### config.mk
export PLATFORM = sky130hd
export DESIGN_NAME = sample_pacer_flat
export DESIGN_NICKNAME = d
export VERILOG_FILES = /design/src/rtl/audio_pkg.sv /design/src/rtl/sample_pacer_if.sv /design/src/rtl/rate_divider.sv /design/src/rtl/sample_pacer.sv /design/src/flat_wrapper.sv
export SDC_FILE = /design/constraint.sdc
export NUM_CORES = 1
export LEC_CHECK = 0
export CAP_MARGIN = 20
export CORE_UTILIZATION = 25
export DETAILED_ROUTE_END_ITERATION = 12
export GPL_TIMING_DRIVEN = 0
export SYNTH_ARGS = -nofsm -noshare
export SYNTH_HDL_FRONTEND = slang
export SYNTH_SLANG_ARGS = --single-unit
### constraint.sdc
create_clock -name clk -period 8.81 [get_ports clk]
set_input_delay 2.2025 -clock clk [delete_from_list [all_inputs] [get_ports clk]]
set_output_delay 2.2025 -clock clk [all_outputs]
set_load 0.05 [all_outputs]
### src/rtl/audio_pkg.sv
// audio_pkg
//   Shared definitions for the audio sample path: default sample width,
//   default pacing divider, the pacer state encoding and the volume
//   scaling function used when a sample is captured.
package audio_pkg;

   localparam int SAMPLE_W        = 16;
   localparam int DEFAULT_CLK_DIV = 1134;  // 50 MHz / ~44.1 kHz

   typedef enum logic [1:0] {
      IDLE = 2'd0,
      REQ  = 2'd1,
      WAIT = 2'd2,
      HOLD = 2'd3
   } pacer_state_t;

   // out = (smp * (volume + 1)) >>> 4, with a 5-bit unsigned gain.
   // |smp| * 16 fits in SAMPLE_W+5 bits, so after the shift the low
   // SAMPLE_W bits always hold the exact result. volume = 15 is unity.
   function automatic logic [SAMPLE_W-1:0] scale_sample(
      input logic [SAMPLE_W-1:0] smp,
      input logic [3:0]          volume
   );
      logic signed [5:0]          gain;
      logic signed [SAMPLE_W+4:0] prod;
      gain = $signed({2'b00, volume} + 6'd1);
      prod = $signed(smp) * gain;
      prod = prod >>> 4;
      return prod[SAMPLE_W-1:0];
   endfunction

endpackage

### src/rtl/sample_pacer_if.sv
// sample_pacer_if
//   Bundles the two handshakes around the pacer.
//   Request side (to/from sine_reader):
//     generate_next  one-cycle request for the next sample
//     sample_ready   sample valid strobe
//     sample         signed sample
//   Output side (to the codec/output stage):
//     out_sample     scaled sample
//     out_valid      out_sample valid
//     out_ready      output stage accepts out_sample
//   master = the pacer, slave = its environment.
interface sample_pacer_if #(
   parameter int SAMPLE_W = audio_pkg::SAMPLE_W
);

   logic                generate_next;
   logic                sample_ready;
   logic [SAMPLE_W-1:0] sample;
   logic [SAMPLE_W-1:0] out_sample;
   logic                out_valid;
   logic                out_ready;

   modport master (
      output generate_next, out_sample, out_valid,
      input  sample_ready, sample, out_ready
   );

   modport slave (
      input  generate_next, out_sample, out_valid,
      output sample_ready, sample, out_ready
   );

endinterface

### src/rtl/rate_divider.sv
// rate_divider
//   Free-running sample-period divider. Counts 0..CLK_DIV-1 while enable
//   is high and is held at 0 while enable is low.
//   Ports:
//     clk     system clock
//     rst     synchronous active-high reset
//     enable  run the divider
//     tick    high in the last cycle of each period while enabled
module rate_divider #(
   parameter int CLK_DIV = audio_pkg::DEFAULT_CLK_DIV
) (
   input  logic clk,
   input  logic rst,
   input  logic enable,
   output logic tick
);

   localparam int            CW   = (CLK_DIV > 1) ? $clog2(CLK_DIV) : 1;
   localparam logic [CW-1:0] LAST = CW'(CLK_DIV - 1);

   logic [CW-1:0] cnt;

   always_ff @(posedge clk) begin
      if (rst) begin
         cnt <= '0;
      end else if (!enable || (cnt == LAST)) begin
         cnt <= '0;
      end else begin
         cnt <= cnt + 1'b1;
      end
   end

   assign tick = enable && (cnt == LAST);

endmodule

### src/rtl/sample_pacer.sv
// sample_pacer
//   Paces sample generation: one generate_next request per divider tick,
//   captures and volume-scales the returned sample, and presents it on a
//   valid/ready output. Missing samples (timeouts) and ticks that arrive
//   while a transaction is still open are counted in miss_count.
//   Ports:
//     clk         system clock
//     rst         synchronous active-high reset
//     enable      allow new sample periods to start
//     volume      gain code 0..15 (15 = unity)
//     bus         sample_pacer_if master (request + output handshakes)
//     miss_count  saturating count of timeouts plus dropped ticks
//
//   state | meaning
//   ------+--------------------------------------------------------------
//   IDLE  | waiting for a divider tick
//   REQ   | generate_next asserted for this single cycle
//   WAIT  | waiting up to TIMEOUT cycles for sample_ready
//   HOLD  | out_valid high, out_sample frozen until out_ready
module sample_pacer #(
   parameter int CLK_DIV  = audio_pkg::DEFAULT_CLK_DIV,
   parameter int SAMPLE_W = audio_pkg::SAMPLE_W,
   parameter int TIMEOUT  = 16,
   parameter int CNT_W    = 8
) (
   input  logic             clk,
   input  logic             rst,
   input  logic             enable,
   input  logic [3:0]       volume,
   sample_pacer_if.master   bus,
   output logic [CNT_W-1:0] miss_count
);

   import audio_pkg::pacer_state_t;
   import audio_pkg::IDLE;
   import audio_pkg::REQ;
   import audio_pkg::WAIT;
   import audio_pkg::HOLD;
   import audio_pkg::scale_sample;

   localparam int               TW       = (TIMEOUT > 1) ? $clog2(TIMEOUT) : 1;
   localparam logic [TW-1:0]    T_LAST   = TW'(TIMEOUT - 1);
   localparam logic [CNT_W:0]   MISS_MAX = {1'b0, {CNT_W{1'b1}}};

   pacer_state_t        state_q, state_d;
   logic [TW-1:0]       tcnt_q;
   logic [SAMPLE_W-1:0] out_sample_q;
   logic                out_valid_q;
   logic [CNT_W-1:0]    miss_q, miss_d;
   logic                tick;
   logic                capture;
   logic                timeout;
   logic                drop;
   logic [1:0]          miss_inc;
   logic [CNT_W:0]      miss_sum;

   rate_divider #(
      .CLK_DIV (CLK_DIV)
   ) u_rate_divider (
      .clk    (clk),
      .rst    (rst),
      .enable (enable),
      .tick   (tick)
   );

   always_comb begin
      state_d = state_q;
      capture = 1'b0;
      timeout = 1'b0;
      case (state_q)
         IDLE: if (tick) state_d = REQ;
         REQ:  state_d = WAIT;
         WAIT: begin
            // A sample arriving in the final wait cycle beats the timeout.
            if (bus.sample_ready) begin
               capture = 1'b1;
               state_d = HOLD;
            end else if (tcnt_q == T_LAST) begin
               timeout = 1'b1;
               state_d = HOLD;
            end
         end
         HOLD: if (bus.out_ready) state_d = IDLE;
         default: state_d = IDLE;
      endcase
   end

   // A tick outside IDLE is discarded; it and a timeout can both land in
   // the same cycle, so the increment is 0..2.
   always_comb begin
      drop     = tick && (state_q != IDLE);
      miss_inc = {1'b0, drop} + {1'b0, timeout};
      miss_sum = {1'b0, miss_q} + (CNT_W + 1)'(miss_inc);
      if (miss_sum > MISS_MAX) begin
         miss_d = {CNT_W{1'b1}};
      end else begin
         miss_d = miss_sum[CNT_W-1:0];
      end
   end

   always_ff @(posedge clk) begin
      if (rst) begin
         state_q      <= IDLE;
         tcnt_q       <= '0;
         out_sample_q <= '0;
         out_valid_q  <= 1'b0;
         miss_q       <= '0;
      end else begin
         state_q <= state_d;
         miss_q  <= miss_d;
         tcnt_q  <= (state_q == WAIT) ? tcnt_q + 1'b1 : '0;
         // On a timeout out_sample is left alone so the last sample repeats.
         if (capture) begin
            out_sample_q <= scale_sample(bus.sample, volume);
         end
         if (capture || timeout) begin
            out_valid_q <= 1'b1;
         end else if ((state_q == HOLD) && bus.out_ready) begin
            out_valid_q <= 1'b0;
         end
      end
   end

   assign bus.generate_next = (state_q == REQ);
   assign bus.out_sample    = out_sample_q;
   assign bus.out_valid     = out_valid_q;
   assign miss_count        = miss_q;

endmodule

### src/flat_wrapper.sv
// flat-port wrapper written by rule: the top's interface ports become plain ports
module sample_pacer_flat import audio_pkg::pacer_state_t; import audio_pkg::IDLE; import audio_pkg::REQ; import audio_pkg::WAIT; import audio_pkg::HOLD; import audio_pkg::scale_sample;
#(
   parameter int CLK_DIV  = audio_pkg::DEFAULT_CLK_DIV,
   parameter int SAMPLE_W = audio_pkg::SAMPLE_W,
   parameter int TIMEOUT  = 16,
   parameter int CNT_W    = 8
)
  (clk, rst, enable, volume, miss_count, bus_generate_next, bus_out_sample, bus_out_valid, bus_sample_ready, bus_sample, bus_out_ready);
  sample_pacer_if #(.SAMPLE_W(SAMPLE_W)) bus_i ();
  input  logic clk;
  input  logic rst;
  input  logic enable;
  input  logic [3:0] volume;
  output logic [CNT_W-1:0] miss_count;
  output wire logic [$bits(bus_i.generate_next)-1:0] bus_generate_next;
  output wire logic [$bits(bus_i.out_sample)-1:0] bus_out_sample;
  output wire logic [$bits(bus_i.out_valid)-1:0] bus_out_valid;
  input wire logic [$bits(bus_i.sample_ready)-1:0] bus_sample_ready;
  input wire logic [$bits(bus_i.sample)-1:0] bus_sample;
  input wire logic [$bits(bus_i.out_ready)-1:0] bus_out_ready;
  assign bus_generate_next = bus_i.generate_next;
  assign bus_out_sample = bus_i.out_sample;
  assign bus_out_valid = bus_i.out_valid;
  assign bus_i.sample_ready = bus_sample_ready;
  assign bus_i.sample = bus_sample;
  assign bus_i.out_ready = bus_out_ready;
  sample_pacer #(.CLK_DIV(CLK_DIV), .SAMPLE_W(SAMPLE_W), .TIMEOUT(TIMEOUT), .CNT_W(CNT_W)) u_core (.clk(clk), .rst(rst), .enable(enable), .volume(volume), .bus(bus_i), .miss_count(miss_count));
endmodule
### Yosys cells after proc, flatten, opt, wreduce, memory -nomap -nowiden

Cells that the tools add are included.
Widths: inputs -> output; s select.

* flip-flop bits (word level): 42
* bits in latches: 0
* RAM bits: 0
* memory bits (read-only): 0
* bits of input ports: 25
* output and inout port bits: 26
* memories kept: 0

* $add $sub $neg: 5
* $mul: 1
* div/mod/pow operators: 0
* $lt $le $gt $ge: 1
* eq/ne operators: 8
* shift-type cells: 0
* mux-type cells: 13
* bitwise logic cells: 1
* reduce and logical (&&, ||, !) cells: 12

Operator list (number)
* $mul 16x6->20: 1
* $add 11x1->11 const B: 1
* $eq 11x11->1 const B: 1
* $add 8x2->9: 1
* $gt 9x8->1 const B: 1
* $mux 2: 4
* $mux 8: 1
* $pmux 2 s4: 1
* $mux 1: 7
* $add 4x1->5 const B: 1
* $add 4x1->4 const B: 1
* $eq 2x2->1 const B: 2
* $eq 4x4->1 const B: 1
* $reduce_bool 2->1: 2
* $reduce_or 2->1: 2
* $logic_and 1x1->1: 3
* $ne 3x2->1 const B: 1
* $reduce_and 3->1: 1
* $add 1x1->2: 1
* $eq 2x1->1 const B: 1
* $logic_not 2->1: 1
* $logic_or 1x1->1: 2
* $ne 2x1->1 const B: 1
* $ne 2x2->1 const B: 1
* 2 further kinds: 2

### Depth between registers and ports, before layout

Gate-level depths: netlist (run 1).

* depth after elaboration: 8
* depth in mapped cells: 18
* depth with buffers taken out: 17

### Cells and area by module

From an unflattened synthesis (run 1), not the netlist that was laid out.

* cells, all modules: 532
* area, all modules: 4565.6 um2

By module, submodules not included
* sample_pacer: instances 1, cells each 475, area an instance 4050.1 um2, sequential area each 620.6 um2
* rate_divider: instances 1, cells each 57, area an instance 515.5 um2, sequential area each 220.2 um2

### Worst setup path before layout (run 1)

OpenSTA, ideal clock, no wires.

* kind: input-to-reg
* from: in volume[0]
* to: reg u_core.out_sample_q[13], in the netlist u_core.bus.out_sample[13]
* setup time: 117 ps
* arrival time: 6316 ps
* slack: 2376 ps
* stages on the path: 16
* path buffers: 1
* cell sequence: ha_1 -> xor2_1 -> clkbuf_1 -> and2_1 -> fa_1 -> fa_1 -> inv_1 -> fa_1 -> inv_1 -> ha_1 -> a2111o_1 -> o211a_1 -> o31a_1 -> o211ai_2 -> nand3_1 -> a32o_1

* cells in the longest elaborated chain, start to end: 2

RTL lines
* start, declared: line flat_wrapper.sv:14 `input logic [3:0] volume;`
* $add 4x1->5: line audio_pkg.sv:26 `gain = $signed({2'b00, volume} + 6'd1);`
* $mul 16x6->20: line audio_pkg.sv:27 `prod = $signed(smp) * gain;`
* end signal, assigned: line sample_pacer.sv:114 `out_sample_q <= scale_sample(bus.sample, volume);`
* end, declared: line sample_pacer.sv:47 `logic [SAMPLE_W-1:0] out_sample_q;`

Every way passes these cells.
A chain may end at the register's enable or synchronous reset.

### Worst setup path after layout (run 1)

Same ends and word-level chain as after synthesis.

==> reports/summary.txt, run 1 <==
CTS
-------------------------------------------------------------------------------------------------
Cell at the root of the clock tree ................................................. sky130_fd_sc_hd__clkbuf_16
Clock slew at the register clock pins of the worst setup and hold paths ............      0.06 ns
Post-cts gate resize count .........................................................            0
TritonCTS sink count ...............................................................           42
Number of buffers inserted for hold repair after clock tree synthesis ..............            0
CTS H-tree lvls ....................................................................            2
Clock latency reported for the late side of the worst-skew pair ....................      0.28 ns
Worst-case clock buffer depth ......................................................            2
Clock buffers created by TritonCTS .................................................            5
# Post-CTS Setup Buffers ...........................................................            0
CTS tree ...........................................................................        built

DIE
-------------------------------------------------------------------------------------------------
Area of the die .................................................................... 18,500 sq um
Initial standard-cell utilization of the core ......................................        0.258
Boundary Pins ......................................................................           51
Overall die height .................................................................       136 um
Area inside the core boundary ...................................................... 17,400 sq um
Number of standard-cell rows in the floorplan ......................................           48
Die X ..............................................................................       136 um

POWER AND IR DROP
-------------------------------------------------------------------------------------------------
Peak ir drop on the vdd network ....................................................      75.3 uV
Power per Cell Area ................................................................  146 nW/um^2
Leak Pwr ...........................................................................      2.34 nW

GLOBAL ROUTE
-------------------------------------------------------------------------------------------------
M2 GR Usage ........................................................................        0.182
Total routing usage reported by global routing .....................................        0.110
Vias in the first global route .....................................................        3,479
Leftover overflow at the end of global routing .....................................            0
Maximum number of pins on one net before global-route repair .......................           13
Met3 usage in global routing .......................................................       0.0108
Initial antenna violation count ....................................................            0
Grt peak-use layer .................................................................         met2
Grt met1 use .......................................................................        0.154
First-pass GRT wire length .........................................................      16.5 mm

TIMING
-------------------------------------------------------------------------------------------------
Number of hold violations in the final report ......................................            0
Maximum clock skew at final layout .................................................   0.00431 ns
Setup repair after global routing missed its margin ................................           no
Final setup vio count ..............................................................            0
Slew Limit Headroom ................................................................        0.596
Final period utilization ...........................................................        0.843
Measured slew at the worst slew-check pin ..........................................     0.605 ns
Final critical delay including setup and external delays ...........................      7.42 ns
Max-slew violation count ...........................................................            0
Fmax ...............................................................................    0.135 GHz
Sum of negative setup slack ........................................................         0 ns
Worst-case setup margin in the final layout ........................................      1.39 ns

ROUTING
-------------------------------------------------------------------------------------------------
Wire length reported by the detailed router ........................................      9.50 mm
Count of nets left with antenna violations after detail routing ....................            0
Final routed wire length divided by cell count .....................................      11.7 um
DRC errors left ....................................................................            0
Overall via count from detail_route ................................................        3,455
Average via count per standard cell ................................................         4.27
Drt initial violations .............................................................           84
First-pass detailed-route iteration total ..........................................            4

CELLS AND AREA
-------------------------------------------------------------------------------------------------
P&R area growth vs syn .............................................................        21.1%
Ratio of cells with drive above 1 in the final layout ..............................       0.0342
Most frequent cells in the layout .................................................. 88 x sky130_fd_sc_hd__inv_1, 50 x sky130_fd_sc_hd__clkdlybuf4s50_1, 47 x sky130_fd_sc_hd__fa_1
Post-layout instance area ..........................................................   5440 sq um
Most common cell after layout, fill and taps aside ................................. sky130_fd_sc_hd__inv_1
Antenna fix cells ..................................................................            0
NumNets Final ......................................................................          698

PLACE
-------------------------------------------------------------------------------------------------
GPL Wtd Cong .......................................................................        0.807
Post-detailed-placement half-perimeter wirelength ..................................      8.03 mm
DP Area ............................................................................   5270 sq um
Input/output buffers ...............................................................           50
Pre-CTS setup slack ................................................................      1.02 ns

SYNTH
-------------------------------------------------------------------------------------------------
Most used flip-flop cell after synthesis ........................................... sky130_fd_sc_hd__dfxtp_1
Flop and latch count out of synthesis ..............................................           42
Gate count after technology mapping ................................................          527
Number of enable flip-flop cells after synthesis ...................................            0
Number of distinct library cell variants in the gate-level netlist after synthesis .           55
Synth Warn # .......................................................................            0
Cell area after technology mapping .................................................   4490 sq um
Synthesized area per cell ..........................................................   8.52 sq um
Post-synthesis net count ...........................................................          641
Synth async-reset ratio ............................................................            0
Share of the yosys chip area belonging to registers ................................        0.187

WORST SETUP PATH
-------------------------------------------------------------------------------------------------
CP Data Arrival Time ...............................................................      7.60 ns
Kind of start point of the critical path ........................................... primary input
Critical path peak fanout ..........................................................           10
Worst Path Class, Setup ............................................................    in -> reg
Data required, critical path .......................................................      8.98 ns
Critical Path End Type .............................................................     register

HOLD PATH
-------------------------------------------------------------------------------------------------
Class of the tightest hold or removal check ........................................   reg -> reg

FLOW RUN
-------------------------------------------------------------------------------------------------
Max-cap viol count .................................................................            0

OUTCOME
-------------------------------------------------------------------------------------------------
Status ............................................................................. finished clean

-- cell usage after synthesis (all sizes together), types with 3 or more instances --
cell	instances	area [sq um]
a31oi	3	18.8
a211oi	6	50.1
o21ai	15	86.3
a21oi	25	125
nand3	11	55.1
nand2b	7	43.8
xor2	16	140
nand3b	3	22.5
xnor2	11	96.3
ha	42	526
inv	88	330
nor3	7	35.0
nand2	37	139
fa	47	941
and2	42	263
dfxtp	42	841
clkbuf	12	45.0
and3	9	57.6
nor2b	34	220
nor2	31	116
nand4	6	37.5
-- power breakdown --
part           switching [mW]  internal (mW)
Clock                  0.0711          0.128
Combinational           0.232          0.175
Sequential           0.000522          0.190
Total                   0.303          0.494
-- sequential cells by signal, indices dropped and copies added, names as in the netlist --
signal                     flops
u_core.bus.out_sample         16
u_core.bus.out_valid           1
u_core.miss_count              8
u_core.state_q                 2
u_core.tcnt_q                  4
u_core.u_rate_divider.cnt     11
-- final timing paths --
| check | start | to | slack (ns) | depth (start not counted) |
|---|---|---|---|---|
| worst min-delay path | u_core.tcnt_q[0] | u_core.tcnt_q[0] | 0.44 | 1 |
| worst max register to register | u_core.u_rate_divider.cnt[0] | u_core.miss_count[4] | 6.25 | 11 |
| worst min register to register | u_core.tcnt_q[0] | u_core.tcnt_q[0] | 0.44 | 1 |
| worst max-delay path | volume[0] | u_core.bus.out_sample[13] | 1.39 | 17 |
-- cell type report --
type,count,area [sq um]
buffer,12,45.0
clock buffer,8,166
fill,1893,12000
inverter,88,330
multi-input combinational,385,3280
sequential,42,841
tap,225,282
timing repair buffer,50,500
-- stage by stage --
step	instances	power, mW	utilization	hold WS (ns)
after CTS	810	0.808	0.312	0.452
after global placement	802	0.604	0.303	0.435
final	810	0.797	0.312	0.443
after detailed placement	802	0.603	0.303	0.437
after floorplan	527	0.510	-	0.418
after global routing	810	0.880	0.312	0.471
-- worst max-delay path, stage by stage --
cell and delay, ns:
sky130_fd_sc_hd__clkdlybuf4s50_1 0.66, sky130_fd_sc_hd__ha_1 0.28, sky130_fd_sc_hd__xor2_1 0.43, sky130_fd_sc_hd__clkbuf_1 0.42
sky130_fd_sc_hd__and2_1 0.22, sky130_fd_sc_hd__fa_1 0.41, sky130_fd_sc_hd__fa_1 0.49, sky130_fd_sc_hd__inv_1 0.05
sky130_fd_sc_hd__fa_1 0.52, sky130_fd_sc_hd__inv_1 0.04, sky130_fd_sc_hd__ha_1 0.36, sky130_fd_sc_hd__a2111o_1 0.48
sky130_fd_sc_hd__o211a_1 0.24, sky130_fd_sc_hd__o31a_1 0.27, sky130_fd_sc_hd__o211ai_2 0.17, sky130_fd_sc_hd__nand3_1 0.10
sky130_fd_sc_hd__a32o_1 0.25
-- cells by family (layout without fill, tap and decap cells) --
logic type / Yosys count / count (layout) / share of synthesized area
compound gates: 71 / 71 / 0.109
xor+xnor: 27 / 27 / 0.0526
fa+ha+maj: 89 / 89 / 0.326
buf+inv: 100 / 158 / 0.0836
flops: 42 / 42 / 0.187
mux: 2 / 2 / 0.00474
simple gates: 196 / 196 / 0.236
-- metal layers --
metal  share of wire  wire length (um)
met5               0                 0
met1            0.53              5000
met2            0.44              4160
met3           0.026               245
met4           0.010                98
(Power assumes the default switching activity.)
==> run 2: changes to the inputs <==
==> constraint.sdc (replaced) <==
create_clock -name clk -period 6.8 [get_ports clk]
set_input_delay 1.7 -clock clk [delete_from_list [all_inputs] [get_ports clk]]
set_output_delay 1.7 -clock clk [all_outputs]
set_load 0.05 [all_outputs]
==> reports/summary.txt, run 2 (synthesized netlist as in run 1, its figures left out) <==
CTS
--------------------------------------------------------------------------------------
Clock slew at the register clock pins of the worst setup and hold paths .      0.06 ns   about the same
Clock buffers created by TritonCTS ......................................            5   unchanged
TritonCTS sink count ....................................................           42   unchanged
Number of buffers inserted for hold repair after clock tree synthesis ...            0   unchanged
# Post-CTS Setup Buffers ................................................            0   unchanged
CTS H-tree lvls .........................................................            2   unchanged
CTS tree ................................................................        built
Clock latency reported for the late side of the worst-skew pair .........      0.28 ns   about the same
Cell at the root of the clock tree ...................................... sky130_fd_sc_hd__clkbuf_16
Worst-case clock buffer depth ...........................................            2   unchanged

ROUTING
--------------------------------------------------------------------------------------
Overall via count from detail_route .....................................        3,453   -0.058%
Drt initial violations ..................................................           78   -7.1%
Wire length reported by the detailed router .............................      9.53 mm   +0.33%
First-pass detailed-route iteration total ...............................            4   unchanged
Average via count per standard cell .....................................         4.26   about the same
Count of nets left with antenna violations after detail routing .........            0   unchanged
DRC errors left .........................................................            0   unchanged
Final routed wire length divided by cell count ..........................      11.8 um   +0.33%

GLOBAL ROUTE
--------------------------------------------------------------------------------------
Vias in the first global route ..........................................        3,480   +0.029%
First-pass GRT wire length ..............................................      16.5 mm   about the same
Leftover overflow at the end of global routing ..........................            0   unchanged
Maximum number of pins on one net before global-route repair ............           13   unchanged
Initial antenna violation count .........................................            0   unchanged
Total routing usage reported by global routing ..........................        0.110   about the same

CELLS AND AREA
--------------------------------------------------------------------------------------
Area occupied by registers ..............................................    841 sq um   unchanged
Most common cell after layout, fill and taps aside ...................... sky130_fd_sc_hd__inv_1
Number of flip-flops under the largest register name ....................           16   unchanged
Post-layout instance area ...............................................   5480 sq um   +0.80%
Filler instances ........................................................        1,887   -0.32%
Most frequent cells in the layout ....................................... 88 x sky130_fd_sc_hd__inv_1, 49 x sky130_fd_sc_hd__clkdlybuf4s50_1, 47 x sky130_fd_sc_hd__fa_1
Final instance count without filler cells ...............................          810   unchanged
Antenna fix cells .......................................................            0   unchanged
Ratio of cells with drive above 1 in the final layout ...................       0.0427   +0.00855
NumNets Final ...........................................................          698   unchanged
Area taken by multi-input logic gates ...................................   3310 sq um   +1.1%
P&R area growth vs syn ..................................................        22.1%

WORST SETUP PATH
--------------------------------------------------------------------------------------
CP Data Arrival Time ....................................................      6.61 ns   -0.99 ns
Kind of start point of the critical path ................................ primary input
Critical Path End Type ..................................................     register
Data required, critical path ............................................      6.97 ns   -2.01 ns
Critical path peak fanout ...............................................           10   unchanged
Worst Path Class, Setup .................................................    in -> reg

PLACE
--------------------------------------------------------------------------------------
DP Area .................................................................   5270 sq um   unchanged
Total placed cells including tap cells ..................................          802   unchanged
Input/output buffers ....................................................           50   unchanged
GPL Wtd Cong ............................................................        0.807   unchanged
Post-detailed-placement half-perimeter wirelength .......................      8.03 mm   unchanged

POWER AND IR DROP
--------------------------------------------------------------------------------------
Power per Cell Area .....................................................  189 nW/um^2   +29%
Leak Pwr ................................................................      2.36 nW   +1.1%
Sw Ratio ................................................................        0.381   +0.000475
Peak ir drop on the vdd network .........................................      97.5 uV   +30%
Net Switching ...........................................................     0.395 mW   +30%
Internal power ..........................................................     0.641 mW   +30%
Relative contribution of sequential cells to total power ................        0.239   about the same
Share of power burned in combinational logic ............................        0.512   +0.002
Portion of total power attributed to the clock network ..................        0.249   about the same

TIMING
--------------------------------------------------------------------------------------
Sum of negative setup slack .............................................         0 ns   unchanged
Final critical delay including setup and external delays ................      6.44 ns
Measured slew at the worst slew-check pin ...............................     0.576 ns   -0.0286 ns
Number of hold violations in the final report ...........................            0   unchanged
Fmax ....................................................................    0.155 GHz
Maximum clock skew at final layout ......................................   0.00431 ns   unchanged
Slew Limit Headroom .....................................................        0.615   +0.0193
Final setup vio count ...................................................            0   unchanged
Setup repair after global routing missed its margin .....................           no
Max-slew violation count ................................................            0   unchanged
Final period utilization ................................................        0.947

HOLD PATH
--------------------------------------------------------------------------------------
Class of the tightest hold or removal check .............................   reg -> reg

DIE
--------------------------------------------------------------------------------------
Area inside the core boundary ........................................... 17,400 sq um   unchanged
Area of the die ......................................................... 18,500 sq um   unchanged
Die X ...................................................................       136 um   unchanged
Number of standard-cell rows in the floorplan ...........................           48   unchanged
Initial standard-cell utilization of the core ...........................        0.258   unchanged
Boundary Pins ...........................................................           51   unchanged
Overall die height ......................................................       136 um   unchanged

FLOW RUN
--------------------------------------------------------------------------------------
Max-cap viol count ......................................................            0   unchanged

OUTCOME
--------------------------------------------------------------------------------------
Status .................................................................. finished clean

## run 2: cell type report
type | count | share of cell area
timing repair buffer | 50 | 0.0917
clock buffer | 8 | 0.0303
inverter | 88 | 0.0602
multi-input combinational | 385 | 0.604
buffer | 12 | 0.00890
sequential | 42 | 0.153
tap | 225 | 0.0513
## run 2: repair_timing
action / CTS / global route
setup endpoints to repair: 6 / 7
gates resized for setup: 3 / 7
pin swaps: 0 / 0
hold endpoints to repair: 0 / 0
## run 2: path summary, 6_finish.rpt
path | cells after the start | end | startpoint | slack, ns
max | 17 | u_core.bus.out_sample[13] | volume[1] | 0.36
min | 1 | u_core.tcnt_q[0] | u_core.tcnt_q[0] | 0.44
max reg2reg | 11 | u_core.miss_count[4] | u_core.u_rate_divider.cnt[0] | 4.24
min reg2reg | 1 | u_core.tcnt_q[0] | u_core.tcnt_q[0] | 0.44
## run 2: stage by stage
| step | total power, mW | worst slack, ns | utilization | hold slack, ns |
|---|---|---|---|---|
| after floorplan | 0.661 | 0.869 | - | 0.418 |
| after global placement | 0.782 | -0.455 | 0.303 | 0.435 |
| after detailed placement | 0.782 | -0.486 | 0.303 | 0.437 |
| after CTS | 1.05 | 0.0859 | 0.313 | 0.452 |
| after global routing | 1.14 | 0.0163 | 0.315 | 0.471 |
| final | 1.04 | 0.361 | 0.315 | 0.443 |
## run 2: power groups by stage
stage | Combinational (mW) | Sequential [mW] | Clock [mW]
2_1_floorplan | 0.409 | 0.253 | 0
3_3_place_gp | 0.530 | 0.253 | 0
3_5_place_dp | 0.529 | 0.253 | 0
4_1_cts | 0.535 | 0.247 | 0.266
5_1_grt | 0.619 | 0.247 | 0.276
6_report | 0.530 | 0.247 | 0.258
## run 2: worst max-delay path, cell delays in order
cell,delay [ns]
sky130_fd_sc_hd__clkdlybuf4s50_1,0.51
sky130_fd_sc_hd__ha_1,0.31
sky130_fd_sc_hd__xor2_4,0.25
sky130_fd_sc_hd__clkbuf_2,0.27
sky130_fd_sc_hd__and2_1,0.19
sky130_fd_sc_hd__fa_1,0.41
sky130_fd_sc_hd__fa_1,0.49
sky130_fd_sc_hd__inv_1,0.05
sky130_fd_sc_hd__fa_1,0.52
sky130_fd_sc_hd__inv_1,0.04
sky130_fd_sc_hd__ha_1,0.36
sky130_fd_sc_hd__a2111o_1,0.48
sky130_fd_sc_hd__o211a_1,0.24
sky130_fd_sc_hd__o31a_1,0.27
sky130_fd_sc_hd__o211ai_2,0.17
sky130_fd_sc_hd__nand3_1,0.10
sky130_fd_sc_hd__a32o_1,0.25
## run 2: metal layers
| layer | routed length (um) | up-vias | global-route usage |
|---|---|---|---|
| met1 | 5040 | 1581 | 0.153 |
| met4 | 98 | 0 | 0.0198 |
| li1 | - | 1810 | - |
| met5 | 0 | - | 0 |
| met2 | 4180 | 53 | 0.183 |
| met3 | 218 | 9 | 0.0108 |
==> run 3: changes to the inputs <==
--- a/config.mk
+++ b/config.mk
@@ -7,8 +7,10 @@
 export LEC_CHECK = 0
 export CAP_MARGIN = 20
 export CORE_UTILIZATION = 25
+export CTS_CLUSTER_SIZE = 40
 export DETAILED_ROUTE_END_ITERATION = 12
 export GPL_TIMING_DRIVEN = 0
+export HOLD_SLACK_MARGIN = 0.02
 export SYNTH_ARGS = -nofsm -noshare
 export SYNTH_HDL_FRONTEND = slang
 export SYNTH_SLANG_ARGS = --single-unit
==> results of run 3 <==
Same layout as run 2: the final DEF is identical, and so are final timing and power.
